<file path="config.mk">
export PLATFORM = sky130hd
export DESIGN_NAME = wb_multi_master_ctrl_flat
export DESIGN_NICKNAME = d
export VERILOG_FILES = /design/src/rtl/wb_mm_pkg.sv /design/src/rtl/wb_multi_master_ctrl_if.sv /design/src/rtl/wb_mm_arbiter.sv /design/src/rtl/wb_multi_master_ctrl.sv /design/src/flat_wrapper.sv
export SDC_FILE = /design/constraint.sdc
export NUM_CORES = 1
export LEC_CHECK = 0
export ABC_AREA = 1
export BUFFER_PORTS_ARGS = -buffer_cell sky130_fd_sc_hd__buf_2
export CAP_MARGIN = 10
export CORE_MARGIN = 1.5
export CORE_UTILIZATION = 39
export DETAILED_ROUTE_END_ITERATION = 12
export PLACE_DENSITY_LB_ADDON = 0.05
export SKIP_CTS_REPAIR_TIMING = 1
export SLEW_MARGIN = 30
export SYNTH_ARGS = -nofsm -noshare
export SYNTH_HDL_FRONTEND = slang
export SYNTH_HIERARCHICAL = 1
export SYNTH_SLANG_ARGS = --single-unit
</file>
<file path="constraint.sdc">
create_clock -name clk -period 1.3 [get_ports clk]
set_clock_uncertainty 0.1 [all_clocks]
set_input_delay 0.195 -clock clk [delete_from_list [all_inputs] [get_ports clk]]
set_output_delay 0.195 -clock clk [all_outputs]
set_load 0.005 [all_outputs]
</file>
<file path="src/rtl/wb_mm_pkg.sv">
// Shared types and constants for the multi-master Wishbone controller.
package wb_mm_pkg;

  typedef enum logic [1:0] {
    IDLE = 2'd0,
    BUS  = 2'd1,
    DONE = 2'd2
  } wb_mm_state_t;

  localparam int unsigned ARB_FIXED = 0;
  localparam int unsigned ARB_RR    = 1;

endpackage

</file>
<file path="src/rtl/wb_multi_master_ctrl_if.sv">
// Wishbone B4 classic master-side bus bundle of the multi-master controller.
interface wb_multi_master_ctrl_if #(
  parameter int unsigned AW = 32,
  parameter int unsigned DW = 32
) ();
  logic [AW-1:0]   wb_adr_o;
  logic [DW-1:0]   wb_dat_o;
  logic [DW/8-1:0] wb_sel_o;
  logic            wb_we_o;
  logic            wb_cyc_o;
  logic            wb_stb_o;
  logic [DW-1:0]   wb_dat_i;
  logic            wb_ack_i;
  logic            wb_err_i;

  modport master (
    output wb_adr_o, wb_dat_o, wb_sel_o, wb_we_o, wb_cyc_o, wb_stb_o,
    input  wb_dat_i, wb_ack_i, wb_err_i
  );

  modport slave (
    input  wb_adr_o, wb_dat_o, wb_sel_o, wb_we_o, wb_cyc_o, wb_stb_o,
    output wb_dat_i, wb_ack_i, wb_err_i
  );
endinterface

</file>
<file path="src/rtl/wb_mm_arbiter.sv">
// One-hot requester selection (fixed priority or round-robin) with the
// registered round-robin pointer, advanced only when a grant is issued.
module wb_mm_arbiter
  import wb_mm_pkg::*;
#(
  parameter int unsigned N_MASTERS = 2,
  parameter int unsigned ARB_MODE  = ARB_RR
) (
  input  logic                 clk,
  input  logic                 rst,
  input  logic [N_MASTERS-1:0] req_i,
  input  logic                 adv_i,
  output logic [N_MASTERS-1:0] gnt_o
);
  localparam int unsigned PW = (N_MASTERS > 1) ? $clog2(N_MASTERS) : 1;

  logic [PW-1:0] ptr_q, ptr_d;
  logic          found;
  int unsigned   start;

  // Two passes: indices at/after the pointer first, then the wrapped ones.
  always_comb begin
    gnt_o = '0;
    ptr_d = ptr_q;
    found = 1'b0;
    start = (ARB_MODE == ARB_RR) ? 32'(ptr_q) : 0;
    for (int unsigned k = 0; k < N_MASTERS; k++) begin
      if (!found && k >= start && req_i[k]) begin
        gnt_o[k] = 1'b1;
        ptr_d    = PW'((k + 1) % N_MASTERS);
        found    = 1'b1;
      end
    end
    for (int unsigned k = 0; k < N_MASTERS; k++) begin
      if (!found && k < start && req_i[k]) begin
        gnt_o[k] = 1'b1;
        ptr_d    = PW'((k + 1) % N_MASTERS);
        found    = 1'b1;
      end
    end
  end

  always_ff @(posedge clk) begin
    if (rst)        ptr_q <= '0;
    else if (adv_i) ptr_q <= ptr_d;
  end
endmodule

</file>
<file path="src/rtl/wb_multi_master_ctrl.sv">
// N-requester Wishbone B4 classic master with registered arbitration and bus
// cycle. Optional bus watchdog enabled by defining WB_MM_TIMEOUT_EN.
module wb_multi_master_ctrl
  import wb_mm_pkg::*;
#(
  parameter int unsigned N_MASTERS      = 2,
  parameter int unsigned AW             = 32,
  parameter int unsigned DW             = 32,
  parameter int unsigned ARB_MODE       = 1,
  parameter int unsigned TIMEOUT_CYCLES = 255
) (
  input  logic                        clk,
  input  logic                        rst,
  input  logic [N_MASTERS-1:0]        req_i,
  input  logic [N_MASTERS-1:0]        we_i,
  input  logic [N_MASTERS*AW-1:0]     adr_i,
  input  logic [N_MASTERS*DW-1:0]     dat_i,
  input  logic [N_MASTERS*DW/8-1:0]   sel_i,
  output logic [DW-1:0]               rdata_o,
  output logic [N_MASTERS-1:0]        ack_o,
  output logic [N_MASTERS-1:0]        err_o,
  output logic [N_MASTERS-1:0]        grant_o,
  output logic                        timeout_o,
  wb_multi_master_ctrl_if.master      wb
);
  localparam int unsigned SW = DW / 8;

  if (N_MASTERS < 1 || N_MASTERS > 8 || TIMEOUT_CYCLES < 1) begin : g_bad_cfg
    $error("wb_multi_master_ctrl: unsupported parameter set");
  end

  wb_mm_state_t          state_q, state_d;
  logic [N_MASTERS-1:0]  grant_q, grant_d, ack_q, ack_d, err_q, err_d;
  logic [N_MASTERS-1:0]  arb_gnt;
  logic                  arb_adv;
  logic [DW-1:0]         rdata_q, rdata_d, dat_q, dat_d, win_dat;
  logic [AW-1:0]         adr_q, adr_d, win_adr;
  logic [SW-1:0]         sel_q, sel_d, win_sel;
  logic                  we_q, we_d, win_we, cyc_q, cyc_d;

  wb_mm_arbiter #(
    .N_MASTERS (N_MASTERS),
    .ARB_MODE  (ARB_MODE)
  ) u_arb (
    .clk   (clk),
    .rst   (rst),
    .req_i (req_i),
    .adv_i (arb_adv),
    .gnt_o (arb_gnt)
  );

  always_comb begin
    win_adr = '0;
    win_dat = '0;
    win_sel = '0;
    win_we  = 1'b0;
    for (int unsigned k = 0; k < N_MASTERS; k++) begin
      if (arb_gnt[k]) begin
        win_adr = adr_i[k*AW +: AW];
        win_dat = dat_i[k*DW +: DW];
        win_sel = sel_i[k*SW +: SW];
        win_we  = we_i[k];
      end
    end
  end

`ifdef WB_MM_TIMEOUT_EN
  localparam int unsigned CW = $clog2(TIMEOUT_CYCLES + 1);
  localparam logic [CW-1:0] TMO_LAST = CW'(TIMEOUT_CYCLES - 1);
  logic [CW-1:0] cnt_q, cnt_d;
  logic          tmo_q, tmo_d;
`endif

  always_comb begin
    state_d = state_q;
    grant_d = grant_q;
    ack_d   = '0;
    err_d   = '0;
    rdata_d = rdata_q;
    adr_d   = adr_q;
    dat_d   = dat_q;
    sel_d   = sel_q;
    we_d    = we_q;
    cyc_d   = cyc_q;
    arb_adv = 1'b0;
`ifdef WB_MM_TIMEOUT_EN
    cnt_d   = cnt_q;
    tmo_d   = tmo_q;
`endif
    case (state_q)
      IDLE: begin
        if (|req_i) begin
          arb_adv = 1'b1;
          grant_d = arb_gnt;
          adr_d   = win_adr;
          dat_d   = win_dat;
          sel_d   = win_sel;
          we_d    = win_we;
          cyc_d   = 1'b1;
          state_d = BUS;
`ifdef WB_MM_TIMEOUT_EN
          cnt_d   = '0;
`endif
        end
      end
      BUS: begin
        // Error takes precedence over a simultaneous ack and leaves rdata alone.
        if (wb.wb_err_i) begin
          err_d   = grant_q;
          cyc_d   = 1'b0;
          state_d = DONE;
        end else if (wb.wb_ack_i) begin
          ack_d   = grant_q;
          if (!we_q) rdata_d = wb.wb_dat_i;
          cyc_d   = 1'b0;
          state_d = DONE;
        end
`ifdef WB_MM_TIMEOUT_EN
        else if (cnt_q == TMO_LAST) begin
          err_d   = grant_q;
          tmo_d   = 1'b1;
          cyc_d   = 1'b0;
          state_d = DONE;
        end else begin
          cnt_d   = cnt_q + CW'(1);
        end
`endif
      end
      DONE: begin
        grant_d = '0;
        state_d = IDLE;
      end
      default: state_d = IDLE;
    endcase
  end

  always_ff @(posedge clk) begin
    if (rst) begin
      state_q <= IDLE;
      grant_q <= '0;
      ack_q   <= '0;
      err_q   <= '0;
      rdata_q <= '0;
      adr_q   <= '0;
      dat_q   <= '0;
      sel_q   <= '0;
      we_q    <= 1'b0;
      cyc_q   <= 1'b0;
`ifdef WB_MM_TIMEOUT_EN
      cnt_q   <= '0;
      tmo_q   <= 1'b0;
`endif
    end else begin
      state_q <= state_d;
      grant_q <= grant_d;
      ack_q   <= ack_d;
      err_q   <= err_d;
      rdata_q <= rdata_d;
      adr_q   <= adr_d;
      dat_q   <= dat_d;
      sel_q   <= sel_d;
      we_q    <= we_d;
      cyc_q   <= cyc_d;
`ifdef WB_MM_TIMEOUT_EN
      cnt_q   <= cnt_d;
      tmo_q   <= tmo_d;
`endif
    end
  end

`ifdef WB_MM_TIMEOUT_EN
  assign timeout_o = tmo_q;
`else
  assign timeout_o = 1'b0;
`endif

  assign rdata_o     = rdata_q;
  assign ack_o       = ack_q;
  assign err_o       = err_q;
  assign grant_o     = grant_q;
  assign wb.wb_adr_o = adr_q;
  assign wb.wb_dat_o = dat_q;
  assign wb.wb_sel_o = sel_q;
  assign wb.wb_we_o  = we_q;
  assign wb.wb_cyc_o = cyc_q;
  assign wb.wb_stb_o = cyc_q;
endmodule

</file>
<file path="src/flat_wrapper.sv">
// flat-port wrapper written by rule: the top's interface ports become plain ports
module wb_multi_master_ctrl_flat import wb_mm_pkg::*;
#(
  parameter int unsigned N_MASTERS      = 2,
  parameter int unsigned AW             = 32,
  parameter int unsigned DW             = 32,
  parameter int unsigned ARB_MODE       = 1,
  parameter int unsigned TIMEOUT_CYCLES = 255
)
  (clk, rst, req_i, we_i, adr_i, dat_i, sel_i, rdata_o, ack_o, err_o, grant_o, timeout_o, wb_wb_adr_o, wb_wb_dat_o, wb_wb_sel_o, wb_wb_we_o, wb_wb_cyc_o, wb_wb_stb_o, wb_wb_dat_i, wb_wb_ack_i, wb_wb_err_i);
  wb_multi_master_ctrl_if #(.AW(AW), .DW(DW)) wb_i ();
  input  logic clk;
  input  logic rst;
  input  logic [N_MASTERS-1:0] req_i;
  input  logic [N_MASTERS-1:0] we_i;
  input  logic [N_MASTERS*AW-1:0] adr_i;
  input  logic [N_MASTERS*DW-1:0] dat_i;
  input  logic [N_MASTERS*DW/8-1:0] sel_i;
  output logic [DW-1:0] rdata_o;
  output logic [N_MASTERS-1:0] ack_o;
  output logic [N_MASTERS-1:0] err_o;
  output logic [N_MASTERS-1:0] grant_o;
  output logic timeout_o;
  output wire logic [$bits(wb_i.wb_adr_o)-1:0] wb_wb_adr_o;
  output wire logic [$bits(wb_i.wb_dat_o)-1:0] wb_wb_dat_o;
  output wire logic [$bits(wb_i.wb_sel_o)-1:0] wb_wb_sel_o;
  output wire logic [$bits(wb_i.wb_we_o)-1:0] wb_wb_we_o;
  output wire logic [$bits(wb_i.wb_cyc_o)-1:0] wb_wb_cyc_o;
  output wire logic [$bits(wb_i.wb_stb_o)-1:0] wb_wb_stb_o;
  input wire logic [$bits(wb_i.wb_dat_i)-1:0] wb_wb_dat_i;
  input wire logic [$bits(wb_i.wb_ack_i)-1:0] wb_wb_ack_i;
  input wire logic [$bits(wb_i.wb_err_i)-1:0] wb_wb_err_i;
  assign wb_wb_adr_o = wb_i.wb_adr_o;
  assign wb_wb_dat_o = wb_i.wb_dat_o;
  assign wb_wb_sel_o = wb_i.wb_sel_o;
  assign wb_wb_we_o = wb_i.wb_we_o;
  assign wb_wb_cyc_o = wb_i.wb_cyc_o;
  assign wb_wb_stb_o = wb_i.wb_stb_o;
  assign wb_i.wb_dat_i = wb_wb_dat_i;
  assign wb_i.wb_ack_i = wb_wb_ack_i;
  assign wb_i.wb_err_i = wb_wb_err_i;
  wb_multi_master_ctrl #(.N_MASTERS(N_MASTERS), .AW(AW), .DW(DW), .ARB_MODE(ARB_MODE), .TIMEOUT_CYCLES(TIMEOUT_CYCLES)) u_core (.clk(clk), .rst(rst), .req_i(req_i), .we_i(we_i), .adr_i(adr_i), .dat_i(dat_i), .sel_i(sel_i), .rdata_o(rdata_o), .ack_o(ack_o), .err_o(err_o), .grant_o(grant_o), .timeout_o(timeout_o), .wb(wb_i));
endmodule
</file>
==> results of run 1 <==
==> through the flow <==
stage	setup TNS [ps]	cell area, sq um
6_report	-12620	7020
5_1_grt	-19510	7020
4_1_cts	-11270	6740
3_5_place_dp	-12130	6470
3_3_place_gp	-11270	6470
2_1_floorplan	-244	4770
==> flip-flops by register name, summed over array words and instances, names as in the netlist <==
signal,count
u_core/wb.wb_adr_o,32
u_core/grant_o,2
u_core/rdata_o,32
u_core/state_q,2
u_core/u_arb/ptr_q,1
u_core/wb.wb_sel_o,4
u_core/err_o,2
u_core/wb.wb_cyc_o,1
u_core/wb.wb_we_o,1
u_core/wb.wb_dat_o,32
u_core/ack_o,2
==> metal layers <==
layer  track usage (%)  part of all wire, %  vias up
met5                 0                    0        -
met1              25.2                   44     2339
met4              8.58                  2.2        0
li1                  -                    -     2809
met2              38.3                   48      189
met3              4.57                  6.1       23
==> area by class of cell <==
class / count / area, sq um / area share [%]
Sequential cell: 111 / 2220 / 31.7
Clock buffer: 10 / 229 / 3.26
Timing Repair Buffer: 328 / 2000 / 28.5
Multi-Input combinational cell: 545 / 2290 / 32.7
Tap cell: 147 / 184 / 2.62
Clock inverter: 5 / 42.5 / 0.606
Inverter: 11 / 41.3 / 0.589
==> power groups by stage <==
stage | logic [W] | registers, W | clock network, W
2_1_floorplan | 0.000821 | 0.00382 | 0
3_3_place_gp | 0.00162 | 0.00379 | 0
3_5_place_dp | 0.00162 | 0.00379 | 0
4_1_cts | 0.00163 | 0.00371 | 0.00263
5_1_grt | 0.00191 | 0.00374 | 0.00277
6_report | 0.00172 | 0.00372 | 0.00255
==> Yosys cell counts <==
cell	number	area (sq um)
sky130_fd_sc_hd__nor2_4	1	11.3
sky130_fd_sc_hd__nor4_1	3	18.8
sky130_fd_sc_hd__a21boi_0	1	7.51
sky130_fd_sc_hd__clkbuf_1	21	78.8
sky130_fd_sc_hd__nor2_1	70	263
sky130_fd_sc_hd__nor2_2	1	6.26
sky130_fd_sc_hd__conb_1	1	3.75
sky130_fd_sc_hd__o21ai_0	32	160
sky130_fd_sc_hd__o21ai_2	1	8.76
sky130_fd_sc_hd__a21oi_1	73	365
sky130_fd_sc_hd__buf_6	2	22.5
sky130_fd_sc_hd__inv_2	2	7.51
sky130_fd_sc_hd__nand3_2	1	10.0
sky130_fd_sc_hd__a21boi_1	1	7.51
sky130_fd_sc_hd__buf_2	14	70.1
sky130_fd_sc_hd__inv_1	9	33.8
sky130_fd_sc_hd__dfxtp_1	111	2220
sky130_fd_sc_hd__nand2_1	354	1330
sky130_fd_sc_hd__buf_4	13	97.6
sky130_fd_sc_hd__nand3_1	5	25.0
sky130_fd_sc_hd__a21oi_2	1	8.76
==> logic make-up after synthesis <==
group | count (synthesis)
AO/OA/AOI/OAI | 109
buffers and inverters | 61
flip-flops | 111
other | 1
AND/OR/NAND/NOR | 435
==> cells in the final DEF, fill, tap and decap left out <==
cell type / synthesis / layout
sky130_fd_sc_hd__nand2_1: 354 / 344
sky130_fd_sc_hd__buf_2: 14 / 284
sky130_fd_sc_hd__dfxtp_1: 111 / 109
sky130_fd_sc_hd__a21oi_1: 73 / 71
sky130_fd_sc_hd__nor2_1: 70 / 69
sky130_fd_sc_hd__o21ai_0: 32 / 20
sky130_fd_sc_hd__dlygate4sd3_1: 0 / 15
sky130_fd_sc_hd__buf_12: 0 / 14
sky130_fd_sc_hd__buf_4: 13 / 13
sky130_fd_sc_hd__o21ai_1: 0 / 12
sky130_fd_sc_hd__clkbuf_16: 0 / 11
sky130_fd_sc_hd__nand2_2: 0 / 10
sky130_fd_sc_hd__inv_1: 9 / 8
sky130_fd_sc_hd__nand3_1: 5 / 5
sky130_fd_sc_hd__inv_2: 2 / 3
sky130_fd_sc_hd__a21oi_2: 1 / 3
sky130_fd_sc_hd__nor4_1: 3 / 3
sky130_fd_sc_hd__clkinv_4: 0 / 2
sky130_fd_sc_hd__inv_6: 0 / 2
sky130_fd_sc_hd__nor2_4: 1 / 2
sky130_fd_sc_hd__dfxtp_2: 0 / 2
sky130_fd_sc_hd__clkinvlp_4: 0 / 1
sky130_fd_sc_hd__clkbuf_1: 21 / 1
sky130_fd_sc_hd__o21ai_4: 0 / 1
sky130_fd_sc_hd__nor2_2: 1 / 1
sky130_fd_sc_hd__nand3_4: 0 / 1
sky130_fd_sc_hd__conb_1: 1 / 1
sky130_fd_sc_hd__a21boi_2: 0 / 1
sky130_fd_sc_hd__a21boi_4: 0 / 1
==> worst reg2reg max path, stage by stage, from the launching register on <==
cell	delay (ps)
sky130_fd_sc_hd__dfxtp_2	350
sky130_fd_sc_hd__inv_2	50
sky130_fd_sc_hd__a21boi_4	250
sky130_fd_sc_hd__nor2_4	80
sky130_fd_sc_hd__buf_12	150
sky130_fd_sc_hd__clkbuf_16	180
sky130_fd_sc_hd__nand2_1	70
sky130_fd_sc_hd__nand2_1	40
sky130_fd_sc_hd__nand2_1	60
sky130_fd_sc_hd__a21oi_1	50
==> worst min path at each step <==
stage / startpoint / endpoint / slack, ps / cells after the start
global route: wb_wb_dat_i[28] / u_core/rdata_o[28] / -5 / 3
global placement: wb_wb_dat_i[18] / u_core/rdata_o[18] / 340 / 3
detailed placement: wb_wb_dat_i[24] / u_core/rdata_o[24] / 350 / 3
CTS: wb_wb_dat_i[24] / u_core/rdata_o[24] / -20 / 3
finish: wb_wb_dat_i[7] / u_core/rdata_o[7] / -20 / 3
floorplan: rst / u_core/u_arb/ptr_q / 150 / 1
==> summary.txt, run 1 <==
Run status: finished, violations left
Violations in the final reports: hold timing, setup timing
Total power per unit cell area: 1140 mW/mm^2
Worst endpoint data arrival time: 1630 ps
Die boundary width: 113 um
Antenna violations before repair: 0
Synth cell types: 21
Area fraction in compound gates after synthesis: 11.7%
R2r endpoint: u_core/wb.wb_dat_o[25]
Crit path required time: 1430 ps
IO buf count: 284
Mapped Avg Cell Area: 6.63 sq um
Syn_nets: 893
Crit path max fanout: 19
Max Transition Viols Final: 0
Power dissipated by switching net loads: 0.00226 W
Adder and majority gate portion of the synthesized area: 0%
Maximum number of pins on one net before global-route repair: 60
Antenna-violating nets left: 0
Via density per instance: 4.63
Setup slack after layout: -204 ps
Depth of the worst register-to-register path: 9
CP startpoint kind: register
Vertical die dimension: 113 um
Unrepaired setup endpoints after global routing: yes
Total gr overflow: 0
Share of total power in sequential cells: 46.5%
Power Total: 0.00798 W
Overall routed net length: 14700 um
Final hold vios: 8
Largest family of logic cells by synthesized area: simple AND/OR/NAND/NOR gates
Count of buffering cells on the critical path with inverters included: 3
TritonRoute pass-1 iters: 6
Reg-to-reg startpoint: u_core/u_arb/ptr_q
Timing endpoint of the critical path: u_core/wb.wb_dat_o[25]
Diodes inserted: 0
Worst-case clock buffer depth: 2
Number of cells produced by synthesis: 717
Gpl congestion: 0.791
Final Setup Violations: 74
Clock slew at reported path FFs: 70 ps
Cell chosen for the clock root: sky130_fd_sc_hd__clkbuf_16
# nets final: 1182
Hold Worst Slack: -20.2 ps
Maximum level of the CTS H-tree: 3
Std-Cell Core Area: 0.0120 sq mm
Via count of the first global-routing pass: 4698
WP depth: 9
Residual DRC: 0
Growth of design area from synthesis to finish: 47.5%
Share of the synthesized netlist area taken by xor and xnor gates: 0%
Launch point of the critical path: u_core/u_arb/ptr_q
VDD IR-drop max: 637 uV
Cell-internal power: 0.00573 W
Sw Share: 28.2%
Leak pwr: 3.62 nW
CTS tree: yes
Setup WS pre-CTS: -178 ps
MaxCap Viol Count: 0
Stage delay of the slowest cell on the critical path: 350 ps
Upper clock frequency limit: 0.665 GHz
Final standard cell utilization of the core: 58.7%
Total placed cells including tap cells: 1124
Combined global-route utilization of all metal layers: 21.5%
Kind of cell adding the most delay to the critical path: buffers and inverters
Starting Density: 39.8%
Most Frequent Cell on Critical Path: sky130_fd_sc_hd__nand2_1
Clock share of power: 31.9%
Routed length per placed instance: 12.7 um
Standard-cell row count: 40
Combinational share of power: 21.5%
First-pass GRT wire length: 22300 um
Fillers: 1220
Proportion of synthesized area in mux cells: 0%
Worst R2R Setup Slack: -200 ps
Critical-path top delay cell: sky130_fd_sc_hd__dfxtp_2
HP Class: primary input to register
Vias after detailed routing: 5360
Sequential fraction of the synthesis area: 46.7%
Share of final-layout standard cells stronger than drive strength 1: 34.9%
Final critical delay including setup and external delays: 1500 ps
Violation count after the first detailed-routing iteration: 257
Mapped Area: 0.00476 sq mm
CP Capture Type: register
Final cycle utilization of the critical path: 116%
Non-filler cells in the finished layout: 1157
Number of ports placed on the die boundary: 286
Yosys warning count: 6
Cell chain of the critical path: inv_2 -> a21boi_4 -> nor2_4 -> buf_12 -> clkbuf_16 -> nand2_1 -> nand2_1 -> nand2_1 -> a21oi_1
Area share of and/or/nand/nor cells after synthesis: 35.0%
Num Clock Sinks: 111
Area enclosed by the die boundary: 0.0129 sq mm
WS Path Type: register to register
Synth Register Bits: 111
Number of buffers inserted during clock tree synthesis: 9
Dpl hpwl: 10400 um
Clock insertion delay at the later pin of the skew report: 350 ps
Power figures use the tool's default switching activity.
==> inputs of run 2 (changes only) <==
--- a/config.mk
+++ b/config.mk
@@ -12,6 +12,7 @@
 export CORE_UTILIZATION = 39
 export DETAILED_ROUTE_END_ITERATION = 12
 export PLACE_DENSITY_LB_ADDON = 0.05
+export SETUP_SLACK_MARGIN = 0.5
 export SKIP_CTS_REPAIR_TIMING = 1
 export SLEW_MARGIN = 30
 export SYNTH_ARGS = -nofsm -noshare
==> run 2 against run 1 <==
  * The flow still finishes with violations (hold timing, setup timing)
  * Non-clock buffer count increased by 14
  * Via count increased by 4.6%
  * Hold slack improved by 19 ps
  * Clock power increased by 16%
  * Sequential power increased by 2%
  * Sequential cell count unchanged
  * Critical path type unchanged
  * Largest cell class is now buffers
==> summary.txt, run 2 (synthesized netlist as in run 1, its figures left out) <==
Crit path max fanout: 8
Vertical die dimension: 113 um
Clock insertion delay at the later pin of the skew report: 340 ps
Std-Cell Core Area: 0.0120 sq mm
Violation count after the first detailed-routing iteration: 294
Critical-path top delay cell: sky130_fd_sc_hd__dfxtp_2
Total gr overflow: 0
Overall routed net length: 17000 um
Final critical delay including setup and external delays: 1500 ps
Run status: finished, violations left
Number of buffers inserted during clock tree synthesis: 9
VDD IR-drop max: 778 uV
Routed length per placed instance: 14.5 um
Die boundary width: 113 um
Growth of design area from synthesis to finish: 68.6%
Area enclosed by the die boundary: 0.0129 sq mm
Combined global-route utilization of all metal layers: 21.4%
Cell chosen for the clock root: sky130_fd_sc_hd__clkbuf_16
WS Path Type: register to register
Maximum number of pins on one net before global-route repair: 43
Antenna violations before repair: 1
Final hold vios: 1
Share of final-layout standard cells stronger than drive strength 1: 51.1%
Via density per instance: 4.78
Total power per unit cell area: 1100 mW/mm^2
Unrepaired setup endpoints after global routing: yes
Hold Worst Slack: -1.07 ps
Final Setup Violations: 102
Most Frequent Cell on Critical Path: sky130_fd_sc_hd__nand2_1
Leak pwr: 3.99 nW
Total placed cells including tap cells: 1123
Residual DRC: 0
Fillers: 1129
Antenna-violating nets left: 0
Via count of the first global-routing pass: 4618
Starting Density: 39.8%
CTS tree: yes
Power Total: 0.00885 W
Violations in the final reports: hold timing, setup timing
Num Clock Sinks: 111
Clock slew at reported path FFs: 70 ps
IO buf count: 284
Area taken by multi-input logic gates: 0.00255 sq mm
Leading cell types in the layout, fill and taps excluded: sky130_fd_sc_hd__nand2_1, sky130_fd_sc_hd__buf_2, sky130_fd_sc_hd__dfxtp_2
# nets final: 1196
Gpl congestion: 0.767
Number of ports placed on the die boundary: 286
Max Transition Viols Final: 0
Dpl hpwl: 10400 um
MaxCap Viol Count: 0
CP startpoint kind: register
Upper clock frequency limit: 0.665 GHz
Most common cell after layout, fill and taps aside: sky130_fd_sc_hd__nand2_1
CP Capture Type: register
Worst-case clock buffer depth: 2
TritonRoute pass-1 iters: 5
Count of buffering cells on the critical path with inverters included: 3
Setup slack after layout: -203 ps
Kind of cell adding the most delay to the critical path: buffers and inverters
HP Class: primary input to register
Sequential cell area: 0.00234 sq mm
Vias after detailed routing: 5609
Cell chain of the critical path: a21boi_2 -> inv_2 -> nor2_4 -> buf_12 -> clkbuf_16 -> nand2_1 -> nand2_1 -> nand2_1 -> a21oi_2
Non-filler cells in the finished layout: 1173
First-pass GRT wire length: 22200 um
Crit path required time: 1480 ps
Worst endpoint data arrival time: 1680 ps
Maximum level of the CTS H-tree: 3
Final cycle utilization of the critical path: 116%
Stage delay of the slowest cell on the critical path: 340 ps
Standard-cell row count: 40
## run 2: cell count changes in the layout (fill, tap and decap cells not counted), moves of 18 or more
cell                      delta
sky130_fd_sc_hd__buf_2      -53
sky130_fd_sc_hd__buf_6      +59
sky130_fd_sc_hd__dfxtp_1    -86
sky130_fd_sc_hd__dfxtp_2    +84
sky130_fd_sc_hd__nor2_1     -27
sky130_fd_sc_hd__o21ai_0    -20
sky130_fd_sc_hd__o21ai_2    +18
## run 2: stage by stage
stage / setup slack, ps / setup TNS, ps / utilization [%] / cell area [sq um] / hold slack, ps
after floorplan: -21.7 / -192 / - / 4860 / 150
after global routing: -296 / -21760 / 67.1 / 8020 / -5.95
after CTS: -177 / -9300 / 57.1 / 6830 / -24.9
after global placement: -165 / -9690 / 54.4 / 6510 / 330
after detailed placement: -213 / -11790 / 54.4 / 6510 / 336
final: -203 / -13920 / 67.1 / 8020 / -1.07
## run 2: worst paths after layout
check             slack (ps)  cells past startpoint                endpoint                    from
setup reg to reg        -200                      9  u_core/wb.wb_dat_o[17]      u_core/u_arb/ptr_q
setup / recovery        -200                      9  u_core/wb.wb_dat_o[17]      u_core/u_arb/ptr_q
hold / removal            -1                      3      u_core/rdata_o[27]         wb_wb_dat_i[27]
hold reg to reg          360                      2  u_core/wb.wb_adr_o[14]  u_core/wb.wb_adr_o[14]
## run 2: final cells by class
class | instances | area share, %
antenna | 1 | 0.0312
clock buffer | 11 | 3.03
clock inverter | 5 | 0.983
inverter | 11 | 0.608
multi-input combinational | 545 | 31.8
sequential | 111 | 29.1
tap | 147 | 2.29
timing repair buffer | 342 | 32.1
## run 2: per-layer routing
layer	wire length, um	track usage [%]	vias to the layer above
met5	0	0	-
met3	1120	5.31	19
met2	8580	37.4	193
li1	-	-	2841
met4	286	6.83	0
met1	7030	26.1	2556
## run 2: report_power, final
part	total [W]	leakage [nW]	switching (W)	internal, W
clock	0.00297	0.160	0.00123	0.00174
combinational	0.00208	2.89	0.00104	0.00105
sequential	0.00379	0.944	0.000143	0.00365
total	0.00885	3.99	0.00241	0.00644
## run 2: tightest hold or removal path: stages
cell and delay [ps]:
sky130_fd_sc_hd__buf_2 90, sky130_fd_sc_hd__o21ai_2 50, sky130_fd_sc_hd__nor2_1 80
